## config.mk

```make
export PLATFORM = sky130hd
export DESIGN_NAME = warp_dispatcher
export DESIGN_NICKNAME = d
export VERILOG_FILES = /design/src/rtl/warp_dispatcher_pkg.sv /design/src/rtl/warp_dispatcher_kernel_fifo.sv /design/src/rtl/warp_dispatcher.sv
export SDC_FILE = /design/constraint.sdc
export NUM_CORES = 1
export LEC_CHECK = 0
export ABC_AREA = 1
export CORE_MARGIN = 2
export CORE_UTILIZATION = 56
export DETAILED_ROUTE_END_ITERATION = 7
export HOLD_SLACK_MARGIN = 0.03
export PLACE_DENSITY = 0.79
export SYNTH_ARGS = -nofsm -noshare
export SYNTH_HDL_FRONTEND = slang
export SYNTH_SLANG_ARGS = --single-unit
```

## constraint.sdc

```tcl
create_clock -name i_clk -period 7.15 [get_ports i_clk]
set_input_delay 1.7875 -clock i_clk [delete_from_list [all_inputs] [get_ports i_clk]]
set_output_delay 1.7875 -clock i_clk [all_outputs]
set_load 0.01 [all_outputs]
```

## src/rtl/warp_dispatcher_pkg.sv

```systemverilog
// rtl/warp_dispatcher_pkg.sv - shared kernel launch types and constants
package warp_dispatcher_pkg;

  localparam logic [7:0] THREAD_COUNT = 8'd32;
  localparam int         CORE_COUNT   = 4;
  localparam logic [3:0] IDLE_WARP_ID = 4'hF;

  typedef struct packed {
    logic [3:0]  warp_id;
    logic [7:0]  thread_count;
    logic [31:0] start_pc;
  } kernel_t;

  localparam kernel_t IDLE_KERNEL = '{warp_id: IDLE_WARP_ID, thread_count: 8'd0, start_pc: 32'd0};

  typedef enum logic {
    CORE_IDLE = 1'b0,
    CORE_BUSY = 1'b1
  } core_state_e;

  // A launch is well-formed when it names a real warp and a legal thread count
  function automatic logic kernel_is_legal(input kernel_t k);
    return (k.warp_id != IDLE_WARP_ID) && (k.thread_count != 8'd0) &&
           (k.thread_count <= THREAD_COUNT);
  endfunction

endpackage

```

## src/rtl/warp_dispatcher_kernel_fifo.sv

```systemverilog
// rtl/warp_dispatcher_kernel_fifo.sv - synchronous FIFO of pending kernel launches
module kernel_fifo
  import warp_dispatcher_pkg::*;
#(
  parameter int DEPTH = 8
) (
  input  logic                     i_clk,
  input  logic                     i_rst,
  input  logic                     i_push,
  input  kernel_t                  i_push_data,
  input  logic                     i_pop,
  output kernel_t                  o_head,
  output logic                     o_full,
  output logic                     o_empty,
  output logic [$clog2(DEPTH):0]   o_count
);

  localparam int AW = $clog2(DEPTH);

  kernel_t         r_mem [DEPTH];
  logic [AW-1:0]   r_wr_ptr;
  logic [AW-1:0]   r_rd_ptr;
  logic [AW:0]     r_count;
  logic            w_do_push;
  logic            w_do_pop;

  // Occupancy never exceeds DEPTH (a power of two), so the MSB alone means full
  assign o_full    = r_count[AW];
  assign o_empty   = (r_count == '0);
  assign o_count   = r_count;
  assign o_head    = r_mem[r_rd_ptr];
  assign w_do_push = i_push && !o_full;
  assign w_do_pop  = i_pop && !o_empty;

  // Storage write; contents need no reset because occupancy gates every read
  always_ff @(posedge i_clk) begin
    if (w_do_push) begin
      r_mem[r_wr_ptr] <= i_push_data;
    end
  end

  // Pointers wrap naturally at DEPTH; simultaneous push and pop keep the count
  always_ff @(posedge i_clk) begin
    if (i_rst) begin
      r_wr_ptr <= '0;
      r_rd_ptr <= '0;
      r_count  <= '0;
    end else begin
      if (w_do_push) r_wr_ptr <= r_wr_ptr + 1'b1;
      if (w_do_pop)  r_rd_ptr <= r_rd_ptr + 1'b1;
      case ({w_do_push, w_do_pop})
        2'b10:   r_count <= r_count + 1'b1;
        2'b01:   r_count <= r_count - 1'b1;
        default: r_count <= r_count;
      endcase
    end
  end

endmodule

```

## src/rtl/warp_dispatcher.sv

```systemverilog
// rtl/warp_dispatcher.sv - warp launch queue and lowest-idle-core dispatcher
module warp_dispatcher
  import warp_dispatcher_pkg::*;
#(
  parameter int CORE_COUNT  = 4,
  parameter int QUEUE_DEPTH = 8
) (
  input  logic                              i_clk,
  input  logic                              i_rst,
  input  logic                              i_submit_valid,
  input  kernel_t                           i_submit_kernel,
  output logic                              o_submit_ready,
  output logic                              o_submit_err,
  output kernel_t [CORE_COUNT-1:0]          o_kernel_out,
  input  logic [CORE_COUNT-1:0]             i_is_finished_in,
  input  logic [CORE_COUNT-1:0][3:0]        i_finished_warp_id_in,
  output logic [15:0]                       o_done_warp_mask,
  output logic                              o_id_mismatch_err,
  output logic [$clog2(QUEUE_DEPTH):0]      o_queue_count,
  output logic                              o_all_idle
);

  core_state_e            r_state [CORE_COUNT];
  core_state_e            w_state_next [CORE_COUNT];
  kernel_t                r_kernel [CORE_COUNT];
  logic [14:0]            r_inflight;
  logic [15:0]            r_done_mask;
  logic                   r_submit_err;
  logic                   r_mismatch;

  logic [CORE_COUNT-1:0]  w_busy;
  logic [CORE_COUNT-1:0]  w_finish;
  logic [CORE_COUNT-1:0]  w_load;
  logic                   w_found;
  logic                   w_accept;
  logic                   w_dup;
  logic                   w_reject;
  logic                   w_push;
  logic                   w_pop;
  logic                   w_fifo_full;
  logic                   w_fifo_empty;
  kernel_t                w_head;
  logic [14:0]            w_set_mask;
  logic [14:0]            w_clr_mask;
  logic                   w_mismatch;

  kernel_fifo #(
    .DEPTH (QUEUE_DEPTH)
  ) u_fifo (
    .i_clk       (i_clk),
    .i_rst       (i_rst),
    .i_push      (w_push),
    .i_push_data (i_submit_kernel),
    .i_pop       (w_pop),
    .o_head      (w_head),
    .o_full      (w_fifo_full),
    .o_empty     (w_fifo_empty),
    .o_count     (o_queue_count)
  );

  // Ready comes only from registered occupancy: no bypass when full
  assign o_submit_ready    = !w_fifo_full;
  assign w_accept          = i_submit_valid && o_submit_ready;
  assign w_reject          = !kernel_is_legal(i_submit_kernel) || w_dup;
  assign w_push            = w_accept && !w_reject;
  assign w_pop             = |w_load;
  assign o_all_idle        = w_fifo_empty && !(|w_busy);
  assign o_done_warp_mask  = r_done_mask;
  assign o_submit_err      = r_submit_err;
  assign o_id_mismatch_err = r_mismatch;

  // Per-core state register
  always_ff @(posedge i_clk) begin
    for (int c = 0; c < CORE_COUNT; c++) begin
      if (i_rst) r_state[c] <= CORE_IDLE;
      else       r_state[c] <= w_state_next[c];
    end
  end

  // Per-core next state: idle cores take a dispatch, busy cores wait for finish
  always_comb begin
    for (int c = 0; c < CORE_COUNT; c++) begin
      w_state_next[c] = r_state[c];
      case (r_state[c])
        CORE_IDLE: if (w_load[c])              w_state_next[c] = CORE_BUSY;
        CORE_BUSY: if (i_is_finished_in[c])    w_state_next[c] = CORE_IDLE;
        default:                               w_state_next[c] = CORE_IDLE;
      endcase
    end
  end

  // Per-core outputs: busy flags, qualified finishes, and the held kernel
  always_comb begin
    for (int c = 0; c < CORE_COUNT; c++) begin
      w_busy[c]       = (r_state[c] == CORE_BUSY);
      w_finish[c]     = w_busy[c] && i_is_finished_in[c];
      o_kernel_out[c] = r_kernel[c];
    end
  end

  // Lowest-index idle core receives the FIFO head, at most one per cycle
  always_comb begin
    w_load  = '0;
    w_found = 1'b0;
    for (int c = 0; c < CORE_COUNT; c++) begin
      if (!w_busy[c] && !w_found) begin
        w_load[c] = !w_fifo_empty;
        w_found   = 1'b1;
      end
    end
  end

  // Held kernel copy: loaded on dispatch, back to the idle encoding on finish
  always_ff @(posedge i_clk) begin
    for (int c = 0; c < CORE_COUNT; c++) begin
      if (i_rst)            r_kernel[c] <= IDLE_KERNEL;
      else if (w_load[c])   r_kernel[c] <= w_head;
      else if (w_finish[c]) r_kernel[c] <= IDLE_KERNEL;
    end
  end

  // Duplicate detection against the in-flight bitmap (warp 15 never in flight)
  always_comb begin
    w_dup = 1'b0;
    for (int w = 0; w < 15; w++) begin
      if (r_inflight[w] && (i_submit_kernel.warp_id == 4'(w))) w_dup = 1'b1;
    end
  end

  // In-flight bit to set for an accepted, valid launch
  always_comb begin
    w_set_mask = '0;
    for (int w = 0; w < 15; w++) begin
      if (w_push && (i_submit_kernel.warp_id == 4'(w))) w_set_mask[w] = 1'b1;
    end
  end

  // Warps completing this cycle, and whether any core reported a foreign ID
  always_comb begin
    w_clr_mask = '0;
    w_mismatch = 1'b0;
    for (int c = 0; c < CORE_COUNT; c++) begin
      if (w_finish[c]) begin
        for (int w = 0; w < 15; w++) begin
          if (r_kernel[c].warp_id == 4'(w)) w_clr_mask[w] = 1'b1;
        end
        if (i_finished_warp_id_in[c] != r_kernel[c].warp_id) w_mismatch = 1'b1;
      end
    end
  end

  // In-flight bookkeeping and the registered single-cycle status pulses
  always_ff @(posedge i_clk) begin
    if (i_rst) begin
      r_inflight   <= '0;
      r_done_mask  <= '0;
      r_submit_err <= 1'b0;
      r_mismatch   <= 1'b0;
    end else begin
      r_inflight   <= (r_inflight & ~w_clr_mask) | w_set_mask;
      r_done_mask  <= {1'b0, w_clr_mask};
      r_submit_err <= w_accept && w_reject;
      r_mismatch   <= w_mismatch;
    end
  end

endmodule

```

Yosys cells after proc, flatten, opt, wreduce, memory -nomap -nowiden
Memory sizes are Yosys's and may differ from the RTL's. A register that Yosys moved wholly into a read port is not among the register bits.
Index checks and enable logic that the tools add are counted.

storage, ports and cells
  output and inout port bits = 200
  memories kept = 3
  input port bits = 67
  logic and storage cells = 343
  RAM bits = 532
  flip-flop bits (word level) = 43

memories
  name          depth  bits a word  read ports  clocked after Yosys merged registers in  wr ports  line                               text
  u_fifo.r_mem  8      44           1           1                                        1         warp_dispatcher_kernel_fifo.sv:20  kernel_t r_mem [DEPTH];
  r_kernel      4      44           4           0                                        4         warp_dispatcher.sv:25              kernel_t r_kernel [CORE_COUNT];
  r_state       4      1            4           0                                        4         warp_dispatcher.sv:23              core_state_e r_state [CORE_COUNT];

cells by class
  order comparisons = 1
  reductions and logical operators = 66
  mux-type cells = 165
  add/subtract/negate cells = 4
  equality and inequality tests = 77
  bitwise gates (word level) = 19

operator list
  operator               number
  $mux W44               8
  $mux W1                146
  $eq A4 B4 Y1 const B   35
  $eq A4 B3 Y1 const B   20
  $mux W15               4
  $logic_and A1 B1 Y1    45
  $eq A4 B2 Y1 const B   10
  $logic_not A4 Y1       6
  $eq A4 B1 Y1 const B   5
  $ne A4 B4 Y1           4
  $and A15 B15 Y15       1
  $not A15 Y15           1
  $or A15 B15 Y15        1
  $or A1 B1 Y1           12
  $logic_not A1 Y1       10
  $le A8 B6 Y1 const B   1
  $pmux W1 S2            4
  $pmux W4 S2            1
  $reduce_bool A8 Y1     1
  $reduce_or A4 Y1       2
  $add A3 B1 Y3 const B  2
  $mux W3                2
  $add A4 B1 Y4 const B  1
  $ne A4 B4 Y1 const B   1
  other kinds (6)        9

Longest topological paths before layout
Gate-level depths: netlist (run 1).

  depth after elaboration = 23
  depth in mapped cells = 18

Cells and area by module
From an unflattened synthesis (run 1), not the netlist that was laid out.

unflattened totals
  cells, all modules = 1,885
  area, all modules = 22,920.7 um2

by module, submodules not included
  module           cells an instance  seq. area each (um2)  area an instance (um2)  times used
  kernel_fifo      1,082              10,830.4              14,357.5                1
  warp_dispatcher  803                6,005.8               8,563.2                 1

Worst setup path before layout (run 1)
No wires, ideal clock.

  path kind = input port to flip-flop
  start point = input port i_submit_kernel[38] in the netlist's numbering
  end point = memory u_fifo.r_mem[5][0] in the netlist's numbering (enable)
  stages = 10
  data required time = 6,650 ps
  arrival = 5,595 ps
  setup slack = 1,055 ps
  buffers on the path = 1
  cell sequence = nor2_1 inv_1 nor2_1 nand2_1 nor2_1 nand2_1 nor2_2 buf_6 nand2_8 nor3_1

between the ends
  cells in the longest elaborated chain, start to end = 10
  elaborated cells between the ends (all ways) = 11

RTL lines
  what                                                                  line                               text
  start, declared                                                       warp_dispatcher.sv:11              input kernel_t i_submit_kernel,
  parallel branches: the longest is 2 deep, another holds $le A8 B6 Y1  n/a
  $logic_and A1 B1 Y1 (*)                                               warp_dispatcher_pkg.sv:23          return (k.warp_id != IDLE_WARP_ID) && (k.thread_count != 8'd0) &&
  $logic_not A1 Y1 (*)                                                  warp_dispatcher.sv:64              assign w_reject = !kernel_is_legal(i_submit_kernel) || w_dup;
  $logic_or A1 B1 Y1 (*)                                                warp_dispatcher.sv:64
  $logic_not A1 Y1 (*)                                                  warp_dispatcher.sv:65              assign w_push = w_accept && !w_reject;
  $logic_and A1 B1 Y1 (*)                                               warp_dispatcher.sv:65
  $logic_and A1 B1 Y1 (*)                                               warp_dispatcher_kernel_fifo.sv:32  assign w_do_push = i_push && !o_full;
  $mux W1 (*)                                                           warp_dispatcher_kernel_fifo.sv:37  if (w_do_push) begin
  $mux W1 (implied by the code) (*)                                     warp_dispatcher_kernel_fifo.sv:38  r_mem[r_wr_ptr] <= i_push_data;
  end, declared                                                         warp_dispatcher_kernel_fifo.sv:20

Mark *: on every way between the ends.

Worst setup path in the final report (run 1)
  start point = input port i_submit_kernel[38] in the netlist's numbering
  end point = memory u_fifo.r_mem[4][36] in the netlist's numbering (enable)

Same word-level chain as after synthesis.

==> impl_metrics.env, run 1 <==
export IMPL_synthToLayoutAreaGrowth_pct=21.20
export IMPL_final_common_cell="edfxtp_1"
export IMPL_tns_ps=0
export IMPL_syn_nets=1754
export IMPL_powerDensity_mw_per_mm2=340.3
export IMPL_cp_startpoint="i_submit_kernel[38]"
export IMPL_final_cell_mix="edfxtp_1 (528), nor2_1 (415), clkdlybuf4s50_1 (264)"
export IMPL_power_mw=9.429
export IMPL_avgViaCountPerCell=5.794
export IMPL_initial_core_util=0.5636
export IMPL_num_vias=14550
export IMPL_finalSetupViolations=0
export IMPL_cts_tree="done"
export IMPL_ys_warn_count=0
export IMPL_cts_hold_repair_buffers=0
export IMPL_arrival_ps=4750
export IMPL_ff_latch_area_mm2=0.01685
export IMPL_finalCriticalPeriod_ps=4481
export IMPL_htreeDepth=2
export IMPL_num_rows=74
export IMPL_start_kind="input port"
export IMPL_ys_ff_latch=577
export IMPL_wl_um=53940
export IMPL_dp_hpwl_um=34210
export IMPL_clock_latency_ps=610
export IMPL_cap_violations=0
export IMPL_synthCells=1682
export IMPL_layout_nets=2008
export IMPL_critPathMaxFanout=24
export IMPL_antenna_cells=0
export IMPL_hold_viol_final=0
export IMPL_synth_cell_types=42
export IMPL_min_path_cells=2
export IMPL_io_buffers=265
export IMPL_drv_slew=0
export IMPL_cts_inserted_buffers=55
export IMPL_wl_per_cell_um=21.48
export IMPL_fin_worst_skew_ps=31.25
export IMPL_hp_class="reg2reg"
export IMPL_coreArea_mm2=0.04055
export IMPL_grt_pass1_wl_um=79520
export IMPL_fmax_mhz=223.2
export IMPL_postCtsSetupBuffers=0
export IMPL_drc=0
export IMPL_end_kind="flop"
export IMPL_worst_slew_pin_slew_ps=1146
export IMPL_place_congestion=0.8945
export IMPL_overflow=0
export IMPL_worstReg2RegEnd="r_kernel[0][0]$_SDFFCE_PP0P_"
export IMPL_drive_gt1_frac=0.1071
export IMPL_antenna_found_initial=1
export IMPL_cp_data_required_time_ps=7420
export IMPL_ioPinCount=267
export IMPL_dr_pass1_iters=6
export IMPL_clk_pin_slew_ps=60
export IMPL_slew_headroom=0.2334
export IMPL_path_class="in2reg"
export IMPL_antenna_left=0
export IMPL_grt_setup_unrepaired="no"
export IMPL_run_status="completed"
export IMPL_fillers=2727
export IMPL_track_usage=0.2498
export IMPL_clkSinkCount=577
export IMPL_syn_avg_cell_area_um2=13.59
export IMPL_p_leak_nw=9.324
export IMPL_hp_start="r_inflight[13]$_SDFF_PP0_"
export IMPL_die_height_um=206.0
export IMPL_grt_pass1_vias=13560
export IMPL_multi_input_area_mm2=0.005363
export IMPL_cts_resized=0
export IMPL_die_x_um=206.0
export IMPL_drt_iter0_drc=1547
export IMPL_syn_area_mm2=0.02286
export IMPL_cts_root_buf="clkbuf_16"
export IMPL_finalCritPeriodShare=0.6267
export IMPL_dieArea_mm2=0.04245
export IMPL_ys_seq_area_frac=0.7365
export IMPL_ir_drop_uv=204.6
export IMPL_cts_max_path_buffers=3
export IMPL_reg2reg_depth=4
export IMPL_crit_end="u_fifo.r_mem[4][36]$_DFFE_PP_"
export IMPL_grt_max_degree=101
export IMPL_rrSetupSlack_ps=3890
## cell families (layout without fill, tap and decap cells)
logic type / Yosys count / in the layout / share of synthesized area
xor+xnor: 22 / 22 / 0.008430
mux: 44 / 44 / 0.01927
other cells: 1 / 1 / 0.0001641
buf+inv: 156 / 453 / 0.03180
compound gates: 287 / 287 / 0.09579
fa+ha+maj: 5 / 5 / 0.002737
flops: 577 / 577 / 0.7365
simple gates: 590 / 590 / 0.1053
## flip-flops by register name, indices dropped and copies added, names as in the netlist, named ones only
signal,flops
u_fifo.r_rd_ptr,3
r_state,4
o_id_mismatch_err,1
r_kernel,176
u_fifo.o_count,4
o_submit_err,1
u_fifo.r_wr_ptr,3
o_done_warp_mask,15
u_fifo.r_mem,352
r_inflight,15
## power by group
group | internal [mW] | total [mW] | switching, mW | leakage (nW)
clock network | 1.56 | 2.77 | 1.21 | 0.838
logic | 0.871 | 2.44 | 1.57 | 3.10
registers | 4.02 | 4.22 | 0.194 | 5.38
total | 6.45 | 9.43 | 2.97 | 9.32
## Yosys cell counts, drive strengths merged
library cell	n	area share
a21oi	25	0.0055
o31ai	1	0.00055
or2	2	0.00055
xnor2	13	0.0050
o32ai	44	0.017
a211oi	8	0.0026
inv	67	0.011
o211ai	1	0.00033
o22ai	12	0.0033
nand4	3	0.0015
nor3	9	0.0025
edfxtp	528	0.69
and3	1	0.00027
nand3	56	0.013
xor2	9	0.0034
clkbuf	31	0.0051
a31oi	1	0.00027
dfxtp	49	0.043
o21ai	151	0.040
nor2	427	0.072
nand2	91	0.016
ha	5	0.0027
mux2i	44	0.019
buf	57	0.016
clkinv	1	0.00016
o221ai	44	0.026
nor4	1	0.00027
conb	1	0.00016
## final cells by class
class / count / share of cell area
tap: 532 / 0.02403
multi-input combinational: 949 / 0.1936
inverter: 68 / 0.009258
clock buffer: 71 / 0.05415
clock inverter: 29 / 0.008536
sequential: 577 / 0.6081
timing repair buffer: 285 / 0.1023
## stage by stage
stage               worst slack (ps)  instances  utilization  hold WS, ps  area, um^2
finish                          2669       2511       0.6831        481.2       27700
global placement                2068       2411       0.6403        468.3       25970
detailed placement              2076       2411       0.6403        469.1       25970
global route                    2400       2511       0.6831        504.2       27700
floorplan                       1055       1682            -        443.6       22860
CTS                             2689       2511       0.6831        485.1       27700
## per-layer routing
layer  up-vias  track usage  wire, um  part of all wire
met2       737       0.3977     25570              0.47
li1       6649            -         -                 -
met1      7085       0.3647     22700              0.42
met5         -            0        11           0.00020
met4         2      0.06531       834             0.015
met3        76      0.03769      4832             0.090
## worst max-delay path, cell delays in order
cell and delay (ps):
clkdlybuf4s50_1 550, nor2_1 400, inv_1 80, nor2_1 110
nand2_1 60, nor2_1 110, nand2_1 80, nor2_2 100
buf_4 260, nand3_2 260, nor2_4 660, buf_12 290
## how the worst min path moves through the flow
stage	slack, ps	to
after CTS	490	r_inflight[13]$_SDFF_PP0_
after detailed placement	470	r_inflight[13]$_SDFF_PP0_
after global placement	470	r_inflight[10]$_SDFF_PP0_
final	480	r_inflight[13]$_SDFF_PP0_
after floorplan	440	r_inflight[3]$_SDFF_PP0_
after global routing	500	r_inflight[3]$_SDFF_PP0_
Power figures use the tool's default switching activity.
==> run 2: changes to the inputs <==
--- a/config.mk
+++ b/config.mk
@@ -7,10 +7,10 @@
 export LEC_CHECK = 0
 export ABC_AREA = 1
 export CORE_MARGIN = 2
-export CORE_UTILIZATION = 56
+export CORE_UTILIZATION = 50
 export DETAILED_ROUTE_END_ITERATION = 7
 export HOLD_SLACK_MARGIN = 0.03
-export PLACE_DENSITY = 0.79
+export PLACE_DENSITY = 0.74
 export SYNTH_ARGS = -nofsm -noshare
 export SYNTH_HDL_FRONTEND = slang
 export SYNTH_SLANG_ARGS = --single-unit
==> constraint.sdc (replaced) <==
create_clock -name i_clk -period 3.65 [get_ports i_clk]
set_input_delay 0.9125 -clock i_clk [delete_from_list [all_inputs] [get_ports i_clk]]
set_output_delay 0.9125 -clock i_clk [all_outputs]
set_load 0.01 [all_outputs]
==> run 2 against run 1 <==
  * Sequential share of layout area decreased by 1.5 points
  * Non-clock buffer count up 36
  * Flip-flop and latch count unchanged
  * Register-to-register slack worse by 2900 ps
  * Clock power grew 110%
  * Largest cell class unchanged
==> impl_metrics.env, run 2 (synthesis gave the netlist of run 1 again) <==
export IMPL_rrSetupSlack_ps=1010
export IMPL_fin_worst_skew_ps=31.47
export IMPL_hold_viol_final=0
export IMPL_ir_drop_uv=534.8
export IMPL_dp_cells=2515
export IMPL_coreArea_mm2=0.04528
export IMPL_cts_root_buf="clkbuf_16"
export IMPL_place_congestion=0.8976
export IMPL_antenna_left=0
export IMPL_dr_pass1_iters=5
export IMPL_dp_hpwl_um=37430
export IMPL_cp_data_required_time_ps=2740
export IMPL_antenna_found_initial=2
export IMPL_num_vias=14630
export IMPL_finalSetupViolations=0
export IMPL_clkSinkCount=577
export IMPL_hp_class="reg2reg"
export IMPL_grt_pass1_wl_um=84550
export IMPL_overflow=0
export IMPL_postCtsSetupBuffers=0
export IMPL_htreeDepth=2
export IMPL_crit_end="o_all_idle"
export IMPL_fin_hold_ws_ps=472.8
export IMPL_die_height_um=217.8
export IMPL_path_class="reg2out"
export IMPL_place_ws_ps=44.94
export IMPL_synthToLayoutAreaGrowth_pct=24.26
export IMPL_die_x_um=217.8
export IMPL_p_leak_nw=9.663
export IMPL_cap_violations=0
export IMPL_io_buffers=265
export IMPL_num_rows=78
export IMPL_layout_nets=2044
export IMPL_fmax_mhz=316.2
export IMPL_drv_slew=0
export IMPL_finalCriticalPeriod_ps=3162
export IMPL_drc=0
export IMPL_initial_core_util=0.5048
export IMPL_reg2reg_depth=6
export IMPL_cts_resized=0
export IMPL_reg_top3="u_fifo.r_mem (352), r_kernel (176)"
export IMPL_grt_pass1_vias=13960
export IMPL_wl_um=56650
export IMPL_grt_max_degree=95
export IMPL_fin_cells=2620
export IMPL_drive_gt1_frac=0.1253
export IMPL_cts_inserted_buffers=55
export IMPL_cp_startpoint="u_fifo.o_count[3]$_SDFFE_PP0P_"
export IMPL_end_kind="primary output"
export IMPL_worst_slew_pin_slew_ps=1103
export IMPL_cts_hold_repair_buffers=0
export IMPL_track_usage=0.2367
export IMPL_final_cell_mix="edfxtp_1 (528), nor2_1 (415), clkdlybuf4s50_1 (264)"
export IMPL_critPathMaxFanout=6
export IMPL_worst_slack_ps=487.6
export IMPL_ioPinCount=267
export IMPL_avgViaCountPerCell=5.585
export IMPL_worstReg2RegEnd="r_kernel[3][6]$_SDFFCE_PP0P_"
export IMPL_run_status="completed"
export IMPL_slew_headroom=0.2646
export IMPL_grt_setup_unrepaired="no"
export IMPL_dieArea_mm2=0.04744
export IMPL_clock_latency_ps=610
export IMPL_cts_max_path_buffers=3
export IMPL_arrival_ps=2250
export IMPL_largest_register="u_fifo.r_mem"
export IMPL_finalCritPeriodShare=0.8664
export IMPL_final_common_cell="edfxtp_1"
export IMPL_clk_pin_slew_ps=60
export IMPL_drt_iter0_drc=1326
export IMPL_largest_reg_flops=352
export IMPL_wl_per_cell_um=21.62
export IMPL_start_kind="flop"
export IMPL_powerDensity_mw_per_mm2=668.1
export IMPL_cts_tree="done"
export IMPL_utilization=0.6273
[run 2: changes by cell type in the layout (fill, tap and decap cells not counted), sizes merged]
| cell | delta |
|---|---|
| diode | +1 |
| buf | +36 |
| clkbuf | -5 |
| clkinv | +3 |
| bufinv | +6 |
[run 2: worst max-delay path, stage by stage, from the launching register on]
cell and delay [ps]:
dfxtp_1 400, inv_2 140, nand4_4 130, nor3_1 350, clkdlybuf4s50_1 620
[run 2: layout make-up]
| cell class | instances | area (um^2) |
|---|---|---|
| inverter | 68 | 256.5 |
| clock inverter | 38 | 427.9 |
| sequential | 577 | 16850 |
| antenna | 1 | 2.502 |
| clock buffer | 66 | 1439 |
| timing repair buffer | 321 | 3293 |
| tap | 600 | 750.7 |
| multi-input combinational | 949 | 5388 |
| fill | 3367 | 16880 |
[run 2: power breakdown]
group          total, mW  switching (mW)  leakage (nW)  internal, mW
clock               5.81            2.42         0.902          3.39
sequential          8.23           0.361          5.38          7.87
combinational       4.94            3.16          3.38          1.78
total               19.0            5.94          9.66          13.0
[run 2: worst min-delay path by stage]
stage                                   start                        end  slack (ps)  cells after the start
floorplan            r_inflight[3]$_SDFF_PP0_   r_inflight[3]$_SDFF_PP0_         440                      2
global placement    r_inflight[11]$_SDFF_PP0_  r_inflight[11]$_SDFF_PP0_         470                      2
detailed placement   r_inflight[3]$_SDFF_PP0_   r_inflight[3]$_SDFF_PP0_         470                      2
CTS                  r_inflight[3]$_SDFF_PP0_   r_inflight[3]$_SDFF_PP0_         480                      2
global route        r_inflight[11]$_SDFF_PP0_  r_inflight[11]$_SDFF_PP0_         490                      2
finish              r_inflight[13]$_SDFF_PP0_  r_inflight[13]$_SDFF_PP0_         470                      2
[run 2: routing by layer]
metal / part of all wire / vias to the layer above / global-route usage
met5: 0 / - / 0
li1: - / 6716 / -
met1: 0.42 / 7216 / 0.3305
met4: 0.024 / 0 / 0.06735
met3: 0.081 / 93 / 0.04728
met2: 0.48 / 607 / 0.3803
[run 2: per-stage QoR]
| step | power (mW) | cell area, um^2 | setup TNS [ps] |
|---|---|---|---|
| floorplan | 11.07 | 22900 | -81520 |
| global placement | 13.14 | 26540 | 0 |
| detailed placement | 13.28 | 26540 | 0 |
| CTS | 19.06 | 28400 | 0 |
| global route | 19.72 | 28400 | 0 |
| finish | 18.98 | 28400 | 0 |
==> run 3: changes to the inputs <==
--- a/config.mk
+++ b/config.mk
@@ -7,10 +7,10 @@
 export LEC_CHECK = 0
 export ABC_AREA = 1
 export CORE_MARGIN = 2
-export CORE_UTILIZATION = 50
+export CORE_UTILIZATION = 60
 export DETAILED_ROUTE_END_ITERATION = 7
 export HOLD_SLACK_MARGIN = 0.03
-export PLACE_DENSITY = 0.74
+export PLACE_DENSITY = 0.84
 export SYNTH_ARGS = -nofsm -noshare
 export SYNTH_HDL_FRONTEND = slang
 export SYNTH_SLANG_ARGS = --single-unit
==> constraint.sdc (replaced) <==
create_clock -name i_clk -period 3.9 [get_ports i_clk]
set_input_delay 0.975 -clock i_clk [delete_from_list [all_inputs] [get_ports i_clk]]
set_output_delay 0.975 -clock i_clk [all_outputs]
set_load 0.01 [all_outputs]
==> run 3 against run 2 <==
  * Clock-buffer cell count unchanged
  * Die area down 16%
  * Routed wire length down 1.3%
  * Critical path type is now in2reg
  * Largest cell class unchanged
==> impl_metrics.env, run 3 (synthesis gave the netlist of run 1 again) <==
export IMPL_run_status="completed"
export IMPL_track_usage=0.2817
export IMPL_cts_resized=0
export IMPL_final_cell_mix="edfxtp_1 (528), nor2_1 (415), clkdlybuf4s50_1 (264)"
export IMPL_htreeDepth=2
export IMPL_reg2reg_depth=6
export IMPL_end_kind="flop"
export IMPL_worst_slew_pin_slew_ps=873.4
export IMPL_postCtsSetupBuffers=0
export IMPL_dieArea_mm2=0.03967
export IMPL_grt_pass1_vias=14370
export IMPL_largest_reg_flops=352
export IMPL_tns_ps=0
export IMPL_die_x_um=199.2
export IMPL_synthToLayoutAreaGrowth_pct=22.34
export IMPL_coreArea_mm2=0.03758
export IMPL_cpMostUsedCell="nor2_1"
export IMPL_antenna_found_initial=0
export IMPL_path_cells="clkdlybuf4s50_1, nor2_1, inv_1, nor2_1, nand2_1, nor2_1, nand2_1, nor2_2, nand2_8, ha_1, nor2_1, nor2_1, ha_1, a21oi_1, xnor2_1, o21ai_0, inv_1"
export IMPL_layout_nets=2028
export IMPL_cts_max_path_buffers=3
export IMPL_largest_register="u_fifo.r_mem"
export IMPL_reg_top3="u_fifo.r_mem (352), r_kernel (176)"
export IMPL_place_ws_ps=176.4
export IMPL_grt_setup_unrepaired="no"
export IMPL_crit_family="simple AND/OR/NAND/NOR gates"
export IMPL_start_kind="input port"
export IMPL_min_path_cells=2
export IMPL_cts_inserted_buffers=53
export IMPL_min_to="r_inflight[1]$_SDFF_PP0_"
export IMPL_fin_worst_skew_ps=21.29
export IMPL_cts_tree="done"
export IMPL_final_common_cell="edfxtp_1"
export IMPL_cp_data_required_time_ps=4360
export IMPL_num_vias=14980
export IMPL_slew_headroom=0.4178
export IMPL_powerDensity_mw_per_mm2=620.8
export IMPL_cts_root_buf="clkbuf_16"
export IMPL_clkSinkCount=577
export IMPL_critPathMaxFanout=5
export IMPL_num_rows=71
export IMPL_overflow=0
export IMPL_p_leak_nw=9.495
export IMPL_path_class="in2reg"
export IMPL_hold_viol_final=0
export IMPL_fmax_mhz=316.9
export IMPL_fin_cells=2509
export IMPL_place_congestion=0.9046
export IMPL_drv_slew=0
export IMPL_io_buffers=265
export IMPL_ioPinCount=267
export IMPL_hp_class="reg2reg"
export IMPL_grt_max_degree=78
export IMPL_finalSetupViolations=0
export IMPL_wl_um=55890
export IMPL_cts_hold_repair_buffers=0
export IMPL_clock_latency_ps=590
export IMPL_finalCritPeriodShare=0.8092
export IMPL_dr_pass1_iters=6
export IMPL_ir_drop_uv=469.6
export IMPL_antenna_left=0
export IMPL_drive_gt1_frac=0.1166
export IMPL_antenna_cells=0
export IMPL_dp_hpwl_um=35730
export IMPL_slowest_stage="clkdlybuf4s50_1"
export IMPL_initial_core_util=0.6083
export IMPL_arrival_ps=3620
export IMPL_worst_slack_ps=744.1
export IMPL_cap_violations=0
export IMPL_clk_pin_slew_ps=60
export IMPL_wl_per_cell_um=22.28
export IMPL_worstReg2RegEnd="r_kernel[3][0]$_SDFFCE_PP0P_"
export IMPL_hp_start="r_inflight[1]$_SDFF_PP0_"
export IMPL_finalCriticalPeriod_ps=3156
export IMPL_drc=0
export IMPL_die_height_um=199.2
export IMPL_cp_slowest_stage_delay_ps=420
export IMPL_dp_cells=2412
export IMPL_path_buf_inv=3
export IMPL_rrSetupSlack_ps=1060
export IMPL_avgViaCountPerCell=5.972
export IMPL_drt_iter0_drc=1787
export IMPL_grt_pass1_wl_um=83620
run 3: report_power, final:
| group | internal [mW] | switching [mW] | total [mW] |
|---|---|---|---|
| clock network | 2.80 | 2.19 | 4.99 |
| logic | 1.66 | 2.90 | 4.56 |
| registers | 7.37 | 0.445 | 7.81 |
run 3: layout make-up:
class                      count  area [um^2]
timing repair buffer         307         3151
inverter                      68        256.5
fill                        2224         9613
multi-input combinational    949         5388
clock inverter                31        297.8
tap                          511        639.4
clock buffer                  66         1385
sequential                   577        16850
run 3: tightest hold or removal path, cell delays in order, from the launching register on:
cell	delay (ps)
dfxtp_1	310
nand2_1	70
a21oi_1	60
run 3: how the worst max path moves through the flow:
stage | startpoint | endpoint | cells past startpoint
2_1_floorplan | i_submit_kernel[38] | u_fifo.r_mem[0][0]$_DFFE_PP_ | 10
6_report | i_submit_kernel[38] | u_fifo.o_count[2]$_SDFFE_PP0P_ | 17
3_5_place_dp | i_submit_kernel[38] | u_fifo.r_mem[0][15]$_DFFE_PP_ | 11
3_3_place_gp | i_submit_kernel[38] | u_fifo.r_mem[0][17]$_DFFE_PP_ | 11
5_1_grt | i_submit_kernel[38] | u_fifo.o_count[2]$_SDFFE_PP0P_ | 17
4_1_cts | u_fifo.o_count[0]$_SDFFE_PP0P_ | o_all_idle | 4
run 3: metrics by stage:
step / utilization / instance area (um^2) / power [mW] / hold WS (ps)
after floorplan: - / 22900 / 10.36 / 443.6
after global placement: 0.6994 / 26280 / 12.20 / 467.6
after detailed placement: 0.6994 / 26280 / 12.39 / 471.3
after CTS: 0.7442 / 27960 / 17.34 / 480.8
after global routing: 0.7442 / 27960 / 17.98 / 503.0
final: 0.7442 / 27960 / 17.36 / 480.4
run 3: layer usage:
layer / routed length [um] / global-route usage
met1: 21970 / 0.3964
met2: 27430 / 0.4626
met3: 5322 / 0.04017
met4: 1170 / 0.08402
met5: 0 / 0
